$ cat config.mk
export PLATFORM = sky130hd
export DESIGN_NAME = dmem_access_unit_flat
export DESIGN_NICKNAME = d
export VERILOG_FILES = /design/src/rtl/dmem_access_unit_if.sv /design/src/rtl/dmem_access_unit.sv /design/src/flat_wrapper.sv
export SDC_FILE = /design/constraint.sdc
export NUM_CORES = 1
export LEC_CHECK = 0
export ABC_AREA = 1
export CORE_UTILIZATION = 30
export CTS_BUF_LIST = sky130_fd_sc_hd__clkbuf_16
export DETAILED_ROUTE_END_ITERATION = 12
export GPL_TIMING_DRIVEN = 0
export PLACE_DENSITY = 0.57
export RECOVER_POWER = 50
export SYNTH_ARGS = -nofsm -noshare
export SYNTH_HDL_FRONTEND = slang
export SYNTH_SLANG_ARGS = --single-unit
$ cat constraint.sdc
create_clock -name clk -period 18 [get_ports clk]
set_input_delay 1.8 -clock clk [delete_from_list [all_inputs] [get_ports clk]]
set_output_delay 1.8 -clock clk [all_outputs]
set_load 0.01 [all_outputs]
$ cat src/rtl/dmem_access_unit_if.sv
// Request/response handshake bundle between the MEM stage and dmem_access_unit.
// The master side issues load/store requests; the slave side is the access unit.
interface dmem_access_unit_if;
  logic        req_valid;
  logic        req_ready;
  logic [1:0]  req_op;
  logic [63:0] req_base;
  logic [8:0]  req_offset;
  logic [63:0] req_wdata0;
  logic [63:0] req_wdata1;

  logic        rsp_valid;
  logic        rsp_ready;
  logic [63:0] rsp_rdata0;
  logic [63:0] rsp_rdata1;
  logic        rsp_fault;

  modport master (
    output req_valid, req_op, req_base, req_offset, req_wdata0, req_wdata1,
    input  req_ready,
    input  rsp_valid, rsp_rdata0, rsp_rdata1, rsp_fault,
    output rsp_ready
  );

  modport slave (
    input  req_valid, req_op, req_base, req_offset, req_wdata0, req_wdata1,
    output req_ready,
    output rsp_valid, rsp_rdata0, rsp_rdata1, rsp_fault,
    input  rsp_ready
  );
endinterface

$ cat src/rtl/dmem_access_unit.sv
// Load/store initiator for the LEGv8 data memory: checks alignment and range at
// acceptance, then performs one (LDUR/STUR) or two (LDP/STP) word accesses.
module dmem_access_unit #(
  parameter int MEM_DEPTH = 16
) (
  input  logic              clk,
  input  logic              rst,
  dmem_access_unit_if.slave bus,
  output logic              mem_read,
  output logic              mem_write,
  output logic [63:0]       mem_addr_out,
  output logic [63:0]       mem_write_data,
  input  logic [63:0]       mem_data_in
);
  localparam int IW = (MEM_DEPTH > 1) ? $clog2(MEM_DEPTH) : 1;

  typedef enum logic [1:0] {IDLE, ACC0, ACC1, RESP} state_t;
  typedef enum logic [1:0] {OP_LDUR = 2'b00, OP_STUR = 2'b01, OP_LDP = 2'b10, OP_STP = 2'b11} op_t;

  state_t        state;
  op_t           op;
  logic [IW-1:0] idx;
  logic [63:0]   wdata1;

  logic [63:0] ea;
  logic [60:0] word;
  logic        req_store;
  logic        req_pair;
  logic        misaligned;
  logic        out_of_range;
  logic        fault;
  logic        op_store;
  logic        op_pair;

  // Pair ops need both words in range, so the whole op faults before any write.
  always_comb begin
    ea           = bus.req_base + {{55{bus.req_offset[8]}}, bus.req_offset};
    word         = ea[63:3];
    req_store    = bus.req_op[0];
    req_pair     = bus.req_op[1];
    misaligned   = (ea[2:0] != 3'b000);
    out_of_range = req_pair ? (word >= 61'(MEM_DEPTH - 1)) : (word >= 61'(MEM_DEPTH));
    fault        = misaligned || out_of_range;
    op_store     = (op == OP_STUR) || (op == OP_STP);
    op_pair      = (op == OP_LDP) || (op == OP_STP);
  end

  always_ff @(posedge clk or posedge rst) begin
    if (rst) begin
      state          <= IDLE;
      op             <= OP_LDUR;
      idx            <= '0;
      wdata1         <= '0;
      bus.req_ready  <= 1'b1;
      bus.rsp_valid  <= 1'b0;
      bus.rsp_fault  <= 1'b0;
      bus.rsp_rdata0 <= '0;
      bus.rsp_rdata1 <= '0;
      mem_read       <= 1'b0;
      mem_write      <= 1'b0;
      mem_addr_out   <= '0;
      mem_write_data <= '0;
    end else begin
      case (state)
        IDLE: begin
          if (bus.req_valid) begin
            op             <= op_t'(bus.req_op);
            idx            <= word[IW-1:0];
            wdata1         <= bus.req_wdata1;
            bus.req_ready  <= 1'b0;
            bus.rsp_fault  <= fault;
            bus.rsp_rdata0 <= '0;
            bus.rsp_rdata1 <= '0;
            if (fault) begin
              state         <= RESP;
              bus.rsp_valid <= 1'b1;
            end else begin
              state          <= ACC0;
              mem_read       <= !req_store;
              mem_write      <= req_store;
              mem_addr_out   <= 64'(word[IW-1:0]);
              mem_write_data <= req_store ? bus.req_wdata0 : 64'd0;
            end
          end
        end

        ACC0: begin
          if (!op_store) begin
            bus.rsp_rdata0 <= mem_data_in;
          end
          if (op_pair) begin
            state          <= ACC1;
            mem_addr_out   <= 64'(idx) + 64'd1;
            mem_write_data <= op_store ? wdata1 : 64'd0;
          end else begin
            state          <= RESP;
            bus.rsp_valid  <= 1'b1;
            mem_read       <= 1'b0;
            mem_write      <= 1'b0;
            mem_addr_out   <= '0;
            mem_write_data <= '0;
          end
        end

        ACC1: begin
          if (!op_store) begin
            bus.rsp_rdata1 <= mem_data_in;
          end
          state          <= RESP;
          bus.rsp_valid  <= 1'b1;
          mem_read       <= 1'b0;
          mem_write      <= 1'b0;
          mem_addr_out   <= '0;
          mem_write_data <= '0;
        end

        RESP: begin
          if (bus.rsp_ready) begin
            state         <= IDLE;
            bus.rsp_valid <= 1'b0;
            bus.req_ready <= 1'b1;
          end
        end

        default: begin
          state <= IDLE;
        end
      endcase
    end
  end
endmodule

$ cat src/flat_wrapper.sv
// flat-port wrapper written by rule: the top's interface ports become plain ports
module dmem_access_unit_flat 
#(
  parameter int MEM_DEPTH = 16
)
  (clk, rst, mem_read, mem_write, mem_addr_out, mem_write_data, mem_data_in, bus_req_valid, bus_req_op, bus_req_base, bus_req_offset, bus_req_wdata0, bus_req_wdata1, bus_req_ready, bus_rsp_valid, bus_rsp_rdata0, bus_rsp_rdata1, bus_rsp_fault, bus_rsp_ready);
  dmem_access_unit_if bus_i ();
  input  logic clk;
  input  logic rst;
  output logic mem_read;
  output logic mem_write;
  output logic [63:0] mem_addr_out;
  output logic [63:0] mem_write_data;
  input  logic [63:0] mem_data_in;
  input wire logic [$bits(bus_i.req_valid)-1:0] bus_req_valid;
  input wire logic [$bits(bus_i.req_op)-1:0] bus_req_op;
  input wire logic [$bits(bus_i.req_base)-1:0] bus_req_base;
  input wire logic [$bits(bus_i.req_offset)-1:0] bus_req_offset;
  input wire logic [$bits(bus_i.req_wdata0)-1:0] bus_req_wdata0;
  input wire logic [$bits(bus_i.req_wdata1)-1:0] bus_req_wdata1;
  output wire logic [$bits(bus_i.req_ready)-1:0] bus_req_ready;
  output wire logic [$bits(bus_i.rsp_valid)-1:0] bus_rsp_valid;
  output wire logic [$bits(bus_i.rsp_rdata0)-1:0] bus_rsp_rdata0;
  output wire logic [$bits(bus_i.rsp_rdata1)-1:0] bus_rsp_rdata1;
  output wire logic [$bits(bus_i.rsp_fault)-1:0] bus_rsp_fault;
  input wire logic [$bits(bus_i.rsp_ready)-1:0] bus_rsp_ready;
  assign bus_i.req_valid = bus_req_valid;
  assign bus_i.req_op = bus_req_op;
  assign bus_i.req_base = bus_req_base;
  assign bus_i.req_offset = bus_req_offset;
  assign bus_i.req_wdata0 = bus_req_wdata0;
  assign bus_i.req_wdata1 = bus_req_wdata1;
  assign bus_req_ready = bus_i.req_ready;
  assign bus_rsp_valid = bus_i.rsp_valid;
  assign bus_rsp_rdata0 = bus_i.rsp_rdata0;
  assign bus_rsp_rdata1 = bus_i.rsp_rdata1;
  assign bus_rsp_fault = bus_i.rsp_fault;
  assign bus_i.rsp_ready = bus_rsp_ready;
  dmem_access_unit #(.MEM_DEPTH(MEM_DEPTH)) u_core (.clk(clk), .rst(rst), .bus(bus_i), .mem_read(mem_read), .mem_write(mem_write), .mem_addr_out(mem_addr_out), .mem_write_data(mem_write_data), .mem_data_in(mem_data_in));
endmodule
* Yosys cells after proc, flatten, opt, wreduce, memory -nomap -nowiden
Cells that the tools add are included.
Operators by class: bitwise gates (word level) 0, $lt $le $gt $ge 2, equality and inequality tests 13, mux-type cells 35, multipliers 0, add/subtract/negate cells 2, shifts and indexed selects 0, reduce and logical (&&, ||, !) cells 18, divide/modulo/power cells 0
Operators by type and width (number):
- 2-to-1 mux 64 bit | 10
- one-hot mux 64 bit (3 select lines) | 2
- one-hot mux 64 bit (2 select lines) | 2
- adder 64 bit | 1
- >= comparator 61 x 4 -> 1 bit, second input constant | 1
- >= comparator 61 x 5 -> 1 bit, second input constant | 1
- 2-to-1 mux 1 bit | 13
- != test 2 bit, second input constant | 6
- AND reduction 3 bit | 4
- equality test 2 bit, second input constant | 4
- one-hot mux 2 bit (4 select lines) | 1
- AND reduction 4 bit | 2
- 2-to-1 mux 2 bit | 3
- one-hot mux 1 bit (3 select lines) | 2
- nonzero test 2 bit | 3
- nonzero test 3 bit | 2
- adder 4 x 1 -> 5 bit, second input constant | 1
- equality test 2 x 1 -> 1 bit, second input constant | 2
- one-hot mux 1 bit (4 select lines) | 1
- AND reduction 2 bit | 2
- logical OR 1 bit | 3
- zero test 2 bit | 1
- != test 2 x 1 -> 1 bit, second input constant | 1
- one-hot mux 1 bit (2 select lines) | 1
- zero test 1 bit | 1
Word-level totals: flip-flop bits (word level) 333, latch bits 0, bits in writable memories 0, memory bits (read-only) 0, memories 0

* Logic depth before layout (Yosys ltp)
Gate-level depths: netlist (run 1).
depth after elaboration 7, depth in mapped cells 25, mapped depth without buffers 23

* Least setup slack after synthesis (run 1)
Ideal clock, no wire load.
kind input port to flip-flop, start point input port bus_req_offset[0], end point register u_core.mem_write_data[1], arrival time 4338 ps, stages 21, path slack 13539 ps, cell sequence ha_1 fa_1 nand3_2 nand3_1 nand2_1 nand2_1 nand2_1 nand2_1 nand2_1 nand2_1 a21oi_1 xor2_1 nand3_1 nor2_1 nand4_2 nand2_4 nand2_4 buf_6 buf_6 nand2_1 o21ai_2
Between the ends: longest elaborated chain between the ends 6
RTL lines:
- start: declaration | RTL line flat_wrapper.sv:18 | input wire logic [$bits(bus_i.req_offset)-1:0] bus_req_offset;
- adder 64 bit * | RTL line dmem_access_unit.sv:37 | ea = bus.req_base + {{55{bus.req_offset[8]}}, bus.req_offset};
- >= comparator 61 x 5 -> 1 bit / >= comparator 61 x 4 -> 1 bit (equally long branches) | RTL line dmem_access_unit.sv:42 | out_of_range = req_pair ? (word >= 61'(MEM_DEPTH - 1)) : (word >= 61'(MEM_DEPTH));
- 2-to-1 mux 1 bit | RTL line dmem_access_unit.sv:42
- logical OR 1 bit * | RTL line dmem_access_unit.sv:43 | fault = misaligned || out_of_range;
- != test 2 bit (no source line) *
- AND reduction 3 bit (no source line) *
- end signal: assignment | RTL line dmem_access_unit.sv:82 | mem_write_data <= req_store ? bus.req_wdata0 : 64'd0;
- end signal: assignment | RTL line dmem_access_unit.sv:94 | mem_write_data <= op_store ? wdata1 : 64'd0;
- end: declaration | RTL line dmem_access_unit.sv:12 | output logic [63:0] mem_write_data,
Mark *: on every way between the ends. The rest lies on a longest branch, timed or not. A chain may end at the register's enable or synchronous reset.

==> results.yml, run 1 <==
synthesis:
  yosys-top-cells-count: "nand2_1 (901), inv_1 (439), dfrtp_1 (273)"
  synth_mux_area_share_pct: 0
  yosys.area_share.simple_pct: 31.1
  synth-xor-area-share_pct: 0.538
  synth_top_family_by_area: "simple AND/OR/NAND/NOR gates"
  synth_fa_ha_area_share_pct: 4.94
  ys_ff_latch: 274
  netlist_area_um2: 17900
  synth_top_area_share_pct: 38.2
  yosys_warnings: 0
  synth.avg_cell_area_um2: 6.78
  synth_top_area_cell: "dfrtp_1"
  async_reset_ff_share_pct: 100
  synth.area.top_cells: "dfrtp_1 (38%), nand2_1 (19%), inv_1 (9.2%)"
  synth_edf_count: 0
  yosysMostFrequentCell: "nand2_1"
  synthCells: 2640
  ys.flop_type: "dfrtp_1"
  synth_compound_area_share_pct: 11.3
  yosysSeqAreaShare_pct: 38.3
  synth_cell_types: 45
drt:
  wl_met3_um: 4280
  wl_per_cell_um: 17.3
  detail_route.vias_per_cell: 4.61
  drt_iter0_drc: 1069
  drc: 0
  antenna_left: 0
  wl_met1_um: 29700
  drtPass1Iterations: 8
  routed_wl_um: 69200
  wl_met2_um: 33000
  top_layer_used: "met5"
  num_vias: 18500
cts:
  tritoncts: "built"
  htree_levels: 1
  clk_path_buf_depth: 3
  clkLatencyLatePin_ps: 600
  cts_setup_buffers: 0
  clkSinkCount: 274
  cts_made_buffers: 31
  clk_pin_slew_ps: 60
  ctsHoldBuffers: 0
  cts-root-buf: "clkbuf_16"
  cts-resized-gates: 0
layout:
  drive_gt1_share_pct: 4.37
  final_nets: 3547
  syn_to_final_growth_pct: 38.1
  finalNonFillerCells: 4004
  fin_util_pct: 41.9
sta:
  timing.final.ws_setup_ps: 8820
  timing.slew.headroom_pct: -290
  hold_violations: 0
  maxSlewViolCount: 279
  post-route-period-util_pct: 51.0
  whs_ps: 475
  grt_setup_unrepaired: "false"
  clock_skew_ps: 44.5
  setup_tns_ps: 0
  post-route-min-period_ps: 9180
  finalSetupViolCount: 0
  fmax_mhz: 109
  worstMarginPinSlew_ps: 5860
critical_path:
  r2r_start: "u_core.state[1]"
  cp.buffers_inverters: 3
  worstSetupEndpointType: "asynchronous set/reset pin"
  crit_type: "primary input to asynchronous set/reset pin"
  crit_family: "buffers and inverters"
  worst_setup_path_start_kind: "primary input"
  critical_path.max_stage_delay_ps: 4190
  worst-path-max-fanout: 107
  cp-startpoint: "rst"
  cp_slowest_cell: "clkbuf_1"
  worstPathArrival_ps: 8420
  cp_cell_sequence: "dlygate4sd3_1, clkinvlp_2, clkbuf_1"
  worstPathRequired_ps: 17240
placement:
  gp_congestion: 0.908
  post-place-ws_ps: 12170
  detailed_place_hpwl_um: 56500
  port_buffers: 472
  dp.cells: 3946
job:
  drv_cap: 3
power_and_ir_drop:
  power.leakage_nw: 12.4
  irDropWorstVdd_v: 0.0000844
  cellPowerDensity_nw_per_um2: 125
die:
  num_io_pins: 532
  rows: 89
  dieArea_um2: 60600
  die_h_um: 246
  start_util_pct: 30.3
  coreArea_um2: 59000
  die_w_um: 246
min_path:
  min_path_type: "flop to flop"
  hp-start: "u_core.mem_addr_out[0]"
grt:
  grt_pass1_vias: 17600
  grt_pass1_wl_um: 103000
  grt_antenna_before_repair: 7
  grtUsageTotal_pct: 22.0
  grt_max_degree: 108
  overflow: 0
status:
  status: "finished, violations left"
  violations: "capacitance limit, slew limit"
[metrics by stage]
| stage | cell area (um^2) | power (mW) |
|---|---|---|
| detailed placement | 23900 | 2.56 |
| floorplan | 18100 | 1.79 |
| CTS | 24800 | 3.13 |
| global placement | 23800 | 2.54 |
| finish | 24700 | 3.10 |
| global route | 24700 | 3.31 |
[placed cells by master, fill, tap and decap left out, drive strengths merged, types with 2 or more instances in the layout]
cell type,n
nor3b,2
diode,8
buf,77
a21oi,63
nor4,4
conb,59
dfrtp,273
inv,454
dlygate4sd3,42
nand3,222
clkinv,8
nand3b,14
o21ai,213
o21bai,10
a22oi,64
o22ai,3
nor3,17
ha,69
and2,2
clkdlybuf4s50,429
xor2,7
nand4,20
nor2,148
clkbuf,101
nand2,908
xnor2,4
[routing by layer]
layer	track usage, %	vias to the layer above
met5	0	-
met4	6.81	2
met3	3.15	112
met2	37.8	529
met1	28.3	8506
li1	-	9316
[registers in the layout (all words and copies together) (netlist names), 2 cells and up]
signal	count
u_core.mem_write_data	64
u_core.idx	4
u_core.op	2
u_core.bus.rsp_rdata0	64
u_core.state	2
u_core.bus.rsp_rdata1	64
u_core.wdata1	64
u_core.mem_addr_out	5
[worst reg2reg max path, stage by stage (launching register included)]
cell and delay, ps:
dfrtp_1 410, inv_1 130, ha_1 400, nand2_1 150, clkinv_1 210, a21oi_1 60
a21oi_1 250, clkbuf_1 520, buf_1 510, nand3_1 310, o21ai_0 150
[cell type report]
| class | instances | area [um^2] |
|---|---|---|
| Multi-Input combinational cell | 1837 | 8770 |
| Antenna cell | 8 | 20.0 |
| Fill cell | 6268 | 34300 |
| Sequential cell | 274 | 6860 |
| Buffer | 143 | 813 |
| Clock inverter | 19 | 95.1 |
| Tap cell | 773 | 967 |
| Inverter | 444 | 1670 |
| Timing Repair Buffer | 475 | 4750 |
| Clock buffer | 31 | 776 |
[cells by family (layout without fill, tap and decap cells)]
kind of cell / Yosys count / after routing
simple gates: 1339 / 1339
buf+inv: 587 / 1112
compound gates: 358 / 358
flops: 274 / 274
fa+ha+maj: 70 / 70
xor+xnor: 11 / 11
other cells: 1 / 67
[final timing paths]
kind / slack [ps] / cells past startpoint / to
max: 8820 / 3 / u_core.wdata1[9]
min: 480 / 2 / u_core.mem_addr_out[0]
max reg2reg: 14860 / 10 / u_core.bus.rsp_rdata0[63]
min reg2reg: 480 / 2 / u_core.mem_addr_out[0]
max in group clk: 12700 / 20 / u_core.mem_write_data[62]
min in group asynchronous: 2550 / 2 / u_core.bus.rsp_rdata0[48]
[report_power, final]
group | leakage, nW | internal, mW | switching [mW]
sequential | 3.61 | 0.851 | 0.132
clock | 0.465 | 0.308 | 0.256
combinational | 8.29 | 0.606 | 0.944
(Power assumes the default switching activity.)
==> run 2, diff against run 1 <==
- clock period: 18 -> 9.2 ns (I/O delays scaled with it)
==> run 2 against run 1 <==
Design area rose by 0.18%; largest cell class unchanged; worst hold slack better by 1.0 ps; the flow still finishes with violations (capacitance limit, slew limit); combinational power increased by 95%; highest routed layer unchanged; non-clock buffer count did not move; register-to-register slack got worse by 8800 ps; critical path type is now primary input to flop.
==> results.yml, run 2 (same netlist as run 1, synthesis figures left out) <==
critical_path:
  crit_family: "simple AND/OR/NAND/NOR gates"
  worst_setup_path_start_kind: "primary input"
  cp.buffers_inverters: 2
  critical_path.max_stage_delay_ps: 410
  cp_cell_sequence: "clkdlybuf4s50_1, ha_1, fa_1, nand3_1, nand3_1, nand3_1, nand3_1, nand2_1, nand2_1, nand2_1, nand2_1, nor2_1, nand3_1, nor2_1, nand2_1, nor2_1, nand4_2, nand2_4, nand2_4, clkbuf_1, o21ai_0"
  worstPathRequired_ps: 9670
  worstPathArrival_ps: 4930
  worstSetupEndpointType: "flop"
  crit_type: "primary input to flop"
  worst-path-max-fanout: 10
  cp_slowest_cell: "clkdlybuf4s50_1"
sta:
  post-route-min-period_ps: 4460
  timing.final.ws_setup_ps: 4740
  worstMarginPinSlew_ps: 3310
  hold_violations: 0
  clock_skew_ps: 44.9
  whs_ps: 476
  fmax_mhz: 224
  finalSetupViolCount: 0
  post-route-period-util_pct: 48.5
  grt_setup_unrepaired: "false"
  timing.slew.headroom_pct: -122
  maxSlewViolCount: 68
die:
  rows: 89
  num_io_pins: 532
  die_h_um: 246
  dieArea_um2: 60600
  die_w_um: 246
  start_util_pct: 30.3
  coreArea_um2: 59000
layout:
  syn_to_final_growth_pct: 38.4
  final_common_cell: "nand2_1"
  fin_util_pct: 42.0
  fillers: 6266
  finalNonFillerCells: 4003
  layout_common_cells: "nand2_1 (901), inv_1 (448), clkdlybuf4s50_1 (419), dfrtp_1 (273), nand3_1 (218)"
  drive_gt1_share_pct: 4.44
  postLayoutCellArea_um2: 24800
  final_nets: 3547
power_and_ir_drop:
  swShare_pct: 43.0
  cellPowerDensity_nw_per_um2: 244
  switching_power_mw: 2.60
  p_int_mw: 3.45
  irDropWorstVdd_v: 0.000165
  combPwrFrac_pct: 50.1
  power.leakage_nw: 12.4
  power.share.sequential_pct: 31.7
  power.share.clock_pct: 18.2
placement:
  dp.cells: 3946
  gp_congestion: 0.908
  detailed_place_hpwl_um: 56500
  port_buffers: 472
  post-place-ws_ps: 4250
  placed_area_um2: 23900
status:
  status: "finished, violations left"
  violations: "capacitance limit, slew limit"
drt:
  drc: 0
  antenna_left: 0
  routed_wl_um: 69100
  drt_iter0_drc: 1080
  wl_per_cell_um: 17.3
  drtPass1Iterations: 6
  detail_route.vias_per_cell: 4.62
  num_vias: 18500
grt:
  grt_pass1_vias: 17600
  grt_pass1_wl_um: 103000
  grt_antenna_before_repair: 7
  grtUsageTotal_pct: 22.0
  overflow: 0
  grt_max_degree: 108
cts:
  clkLatencyLatePin_ps: 600
  cts_setup_buffers: 0
  clkSinkCount: 274
  cts_made_buffers: 31
  cts-root-buf: "clkbuf_16"
  tritoncts: "built"
  cts-resized-gates: 0
  clk_path_buf_depth: 3
  clk_pin_slew_ps: 60
  ctsHoldBuffers: 0
  htree_levels: 1
min_path:
  min_path_type: "flop to flop"
job:
  drv_cap: 1
==> run 2: worst register-to-register path, delay by kind of cell, from the launching register on <==
| kind | cells | cell delay, ps |
|---|---|---|
| simple gates | 2 | 460 |
| buf+inv | 4 | 1340 |
| flops | 1 | 410 |
| fa+ha+maj | 1 | 400 |
| compound gates | 3 | 460 |
==> run 2: stage by stage <==
step / setup TNS, ps / power [mW]
CTS: 0 / 6.12
floorplan: 0 / 3.50
global route: 0 / 6.48
global placement: -892880 / 4.97
finish: 0 / 6.05
detailed placement: 0 / 5.00
==> run 2: worst paths after layout <==
path	from	end	slack, ps	depth (start not counted)
worst min register to register	u_core.mem_addr_out[0]	u_core.mem_addr_out[0]	480	2
worst max-delay path	bus_req_offset[0]	u_core.mem_write_data[62]	4740	21
worst max register to register	u_core.state[1]	u_core.bus.rsp_rdata0[63]	6070	10
min in group asynchronous	rst	u_core.bus.rsp_rdata0[48]	1750	2
max in group asynchronous	rst	u_core.wdata1[9]	5910	3
worst min-delay path	u_core.mem_addr_out[0]	u_core.mem_addr_out[0]	480	2
==> run 2: final cells by class <==
cell class | instances | area, um^2 | share of cell area (%)
multi-input combinational | 1837 | 8770 | 35.4
sequential | 274 | 6860 | 27.7
clock inverter | 19 | 95.1 | 0.384
inverter | 444 | 1670 | 6.74
timing repair buffer | 475 | 4790 | 19.4
buffer | 143 | 813 | 3.28
antenna | 7 | 17.5 | 0.0707
clock buffer | 31 | 776 | 3.13
tap | 773 | 967 | 3.91
==> run 2: power groups by stage <==
stage          registers [mW]  clock network [mW]  logic (mW)
2_1_floorplan            2.04                   0        1.46
4_1_cts                  1.92                1.12        3.08
6_report                 1.92                1.10        3.03
3_5_place_dp             1.94                   0        3.06
5_1_grt                  1.97                1.17        3.33
3_3_place_gp             1.93                   0        3.05
==> run 2: layer usage <==
layer  GRT usage [%]  vias to the layer above  wire, um  part of all wire, %
met1            28.3                     8515     29800                   43
met2            37.8                      535     33000                   48
met3            3.15                      108      4130                  6.0
met4            6.81                        2      2210                  3.2
li1                -                     9316         -                    -
met5               0                        -        13                0.019
==> run 3, diff against run 2 <==
- clock period: 9.2 -> 4.5 ns (I/O delays scaled with it)
==> run 3 against run 2 <==
The run still ends with capacitance limit, slew limit left; worst setup slack worse by 4300 ps; register-to-register slack worse by 4600 ps; clock skew shrank 2.9 ps; core utilization increased by 0.15 points; critical endpoint is now u_core.mem_write_data[0]; largest cell class unchanged.
==> results.yml, run 3 (same netlist as run 1, synthesis figures left out) <==
grt:
  grt_pass1_wl_um: 105000
  overflow: 0
  grtUsageTotal_pct: 22.4
  grt_pass1_vias: 17600
  grt_antenna_before_repair: 6
  grt_max_degree: 43
critical_path:
  crit_type: "primary input to flop"
  crit_family: "simple AND/OR/NAND/NOR gates"
  cp_cell_sequence: "clkdlybuf4s50_1, ha_1, fa_1, nand3_2, nand3_1, nand3_1, nand3_1, nand2_1, nand2_1, nand2_1, nand2_1, a21oi_1, nand2_1, nor2_1, nand2_1, nor2_1, nand4_2, nand2_4, nand2_4, clkbuf_1, nand2_1, o21ai_2"
  worst-r2r-cell-count: 10
  critical_path.max_stage_delay_ps: 410
  worstSetupEndpointType: "flop"
  worstPathRequired_ps: 4950
  worstSetupPathDepth: 22
  worst_setup_path_start_kind: "primary input"
  worst-path-max-fanout: 10
  cp_slowest_cell: "clkdlybuf4s50_1"
  worstPathArrival_ps: 4500
  cp.buffers_inverters: 2
  critical_path.most_common_cell: "nand2_1"
placement:
  port_buffers: 472
  gp_congestion: 0.914
  detailed_place_hpwl_um: 57900
  dp.cells: 3952
  post-place-ws_ps: -124
power_and_ir_drop:
  irDropWorstVdd_v: 0.000390
  cellPowerDensity_nw_per_um2: 501
  switching_power_mw: 5.40
  power.share.sequential_pct: 31.6
  power.share.clock_pct: 18.8
  swShare_pct: 43.4
  p_int_mw: 7.05
  total_power_mw: 12.5
  power.leakage_nw: 12.6
  combPwrFrac_pct: 49.6
die:
  num_io_pins: 532
  die_w_um: 246
  rows: 89
  coreArea_um2: 59000
  die_h_um: 246
  dieArea_um2: 60600
  start_util_pct: 30.3
cts:
  clk_path_buf_depth: 3
  htree_levels: 1
  cts_setup_buffers: 0
  clkLatencyLatePin_ps: 590
  cts-resized-gates: 0
  clkSinkCount: 274
  clk_pin_slew_ps: 60
  cts_made_buffers: 31
  tritoncts: "built"
  ctsHoldBuffers: 0
  cts-root-buf: "clkbuf_16"
layout:
  final_common_cell: "nand2_1"
  drive_gt1_share_pct: 4.64
  final_nets: 3553
  syn_to_final_growth_pct: 38.8
  finalNonFillerCells: 4013
  layout_common_cells: "nand2_1 (901), inv_1 (448), clkdlybuf4s50_1 (359), dfrtp_1 (273), nand3_1 (217)"
drt:
  drtPass1Iterations: 5
  drc: 0
  num_vias: 18600
  antenna_left: 0
  detail_route.vias_per_cell: 4.62
  routed_wl_um: 69900
  wl_per_cell_um: 17.4
  drt_iter0_drc: 1180
sta:
  clock_skew_ps: 42.0
  grt_setup_unrepaired: "false"
  worstMarginPinSlew_ps: 1520
  hold_violations: 0
  setup_tns_ps: 0
  post-route-period-util_pct: 90.2
  timing.slew.headroom_pct: -1.15
  timing.final.ws_setup_ps: 443
  maxSlewViolCount: 24
  post-route-min-period_ps: 4060
  finalSetupViolCount: 0
  fmax_mhz: 246
status:
  violations: "capacitance limit, slew limit"
  status: "finished, violations left"
min_path:
  hold_depth: 3
  min_path_type: "primary input to flop"
job:
  drv_cap: 1
run 3: cell count changes in the layout (fill, tap and decap cells not counted), moves of 2 or more:
cell,before,now
buf_12,1,4
buf_16,2,0
clkbuf_2,0,3
clkdlybuf4s50_1,419,359
clkinv_1,6,12
diode_2,7,4
dlygate4sd3_1,52,112
run 3: final cells by class:
type | count | area [um^2]
clock buffer | 31 | 776
timing repair buffer | 481 | 4830
clock inverter | 26 | 150
tap | 773 | 967
buffer | 143 | 813
antenna | 4 | 10.0
sequential | 274 | 6860
inverter | 444 | 1670
fill | 6210 | 34200
multi-input combinational | 1837 | 8780
run 3: path summary, 6_finish.rpt:
path / startpoint / end / slack [ps]
max in group asynchronous: rst / u_core.bus.rsp_rdata0[8] / 740
setup / recovery: bus_req_offset[0] / u_core.mem_write_data[0] / 440
min in group asynchronous: rst / u_core.mem_write_data[54] / 570
hold reg to reg: u_core.bus.rsp_valid / u_core.bus.rsp_valid / 470
hold / removal: bus_req_wdata1[48] / u_core.wdata1[48] / 400
setup reg to reg: u_core.state[1] / u_core.bus.rsp_rdata0[63] / 1480
run 3: routing by layer:
metal  GRT usage, %  share of wire (%)  wire length [um]
met1           29.1                 44             30500
met2           38.3                 48             33500
met3           2.97                5.5              3880
met4           7.06                2.8              1960
met5              0              0.073                51
run 3: per-stage QoR:
step / util, % / hold slack [ps] / cell area (um^2)
2_1_floorplan: - / 450 / 18100
3_3_place_gp: 40.3 / 455 / 23800
3_5_place_dp: 40.6 / 458 / 24000
4_1_cts: 42.2 / 276 / 24900
5_1_grt: 42.1 / 388 / 24800
6_report: 42.1 / 403 / 24800
run 3: power groups by stage:
| stage | Sequential, mW | Clock (mW) | Combinational [mW] |
|---|---|---|---|
| floorplan | 4.16 | 0 | 2.99 |
| global placement | 3.95 | 0 | 6.27 |
| detailed placement | 3.98 | 0 | 6.31 |
| CTS | 3.94 | 2.39 | 6.34 |
| global route | 4.04 | 2.48 | 6.79 |
| finish | 3.93 | 2.34 | 6.18 |
run 3: worst reg2reg max path, stage by stage, from the launching register on:
cell	delay, ps
dfrtp_1	410
inv_1	140
ha_1	400
nand2_1	150
clkinv_1	180
a21oi_1	60
a21oi_1	230
clkbuf_1	510
buf_1	490
nand3_1	290
o21ai_0	140
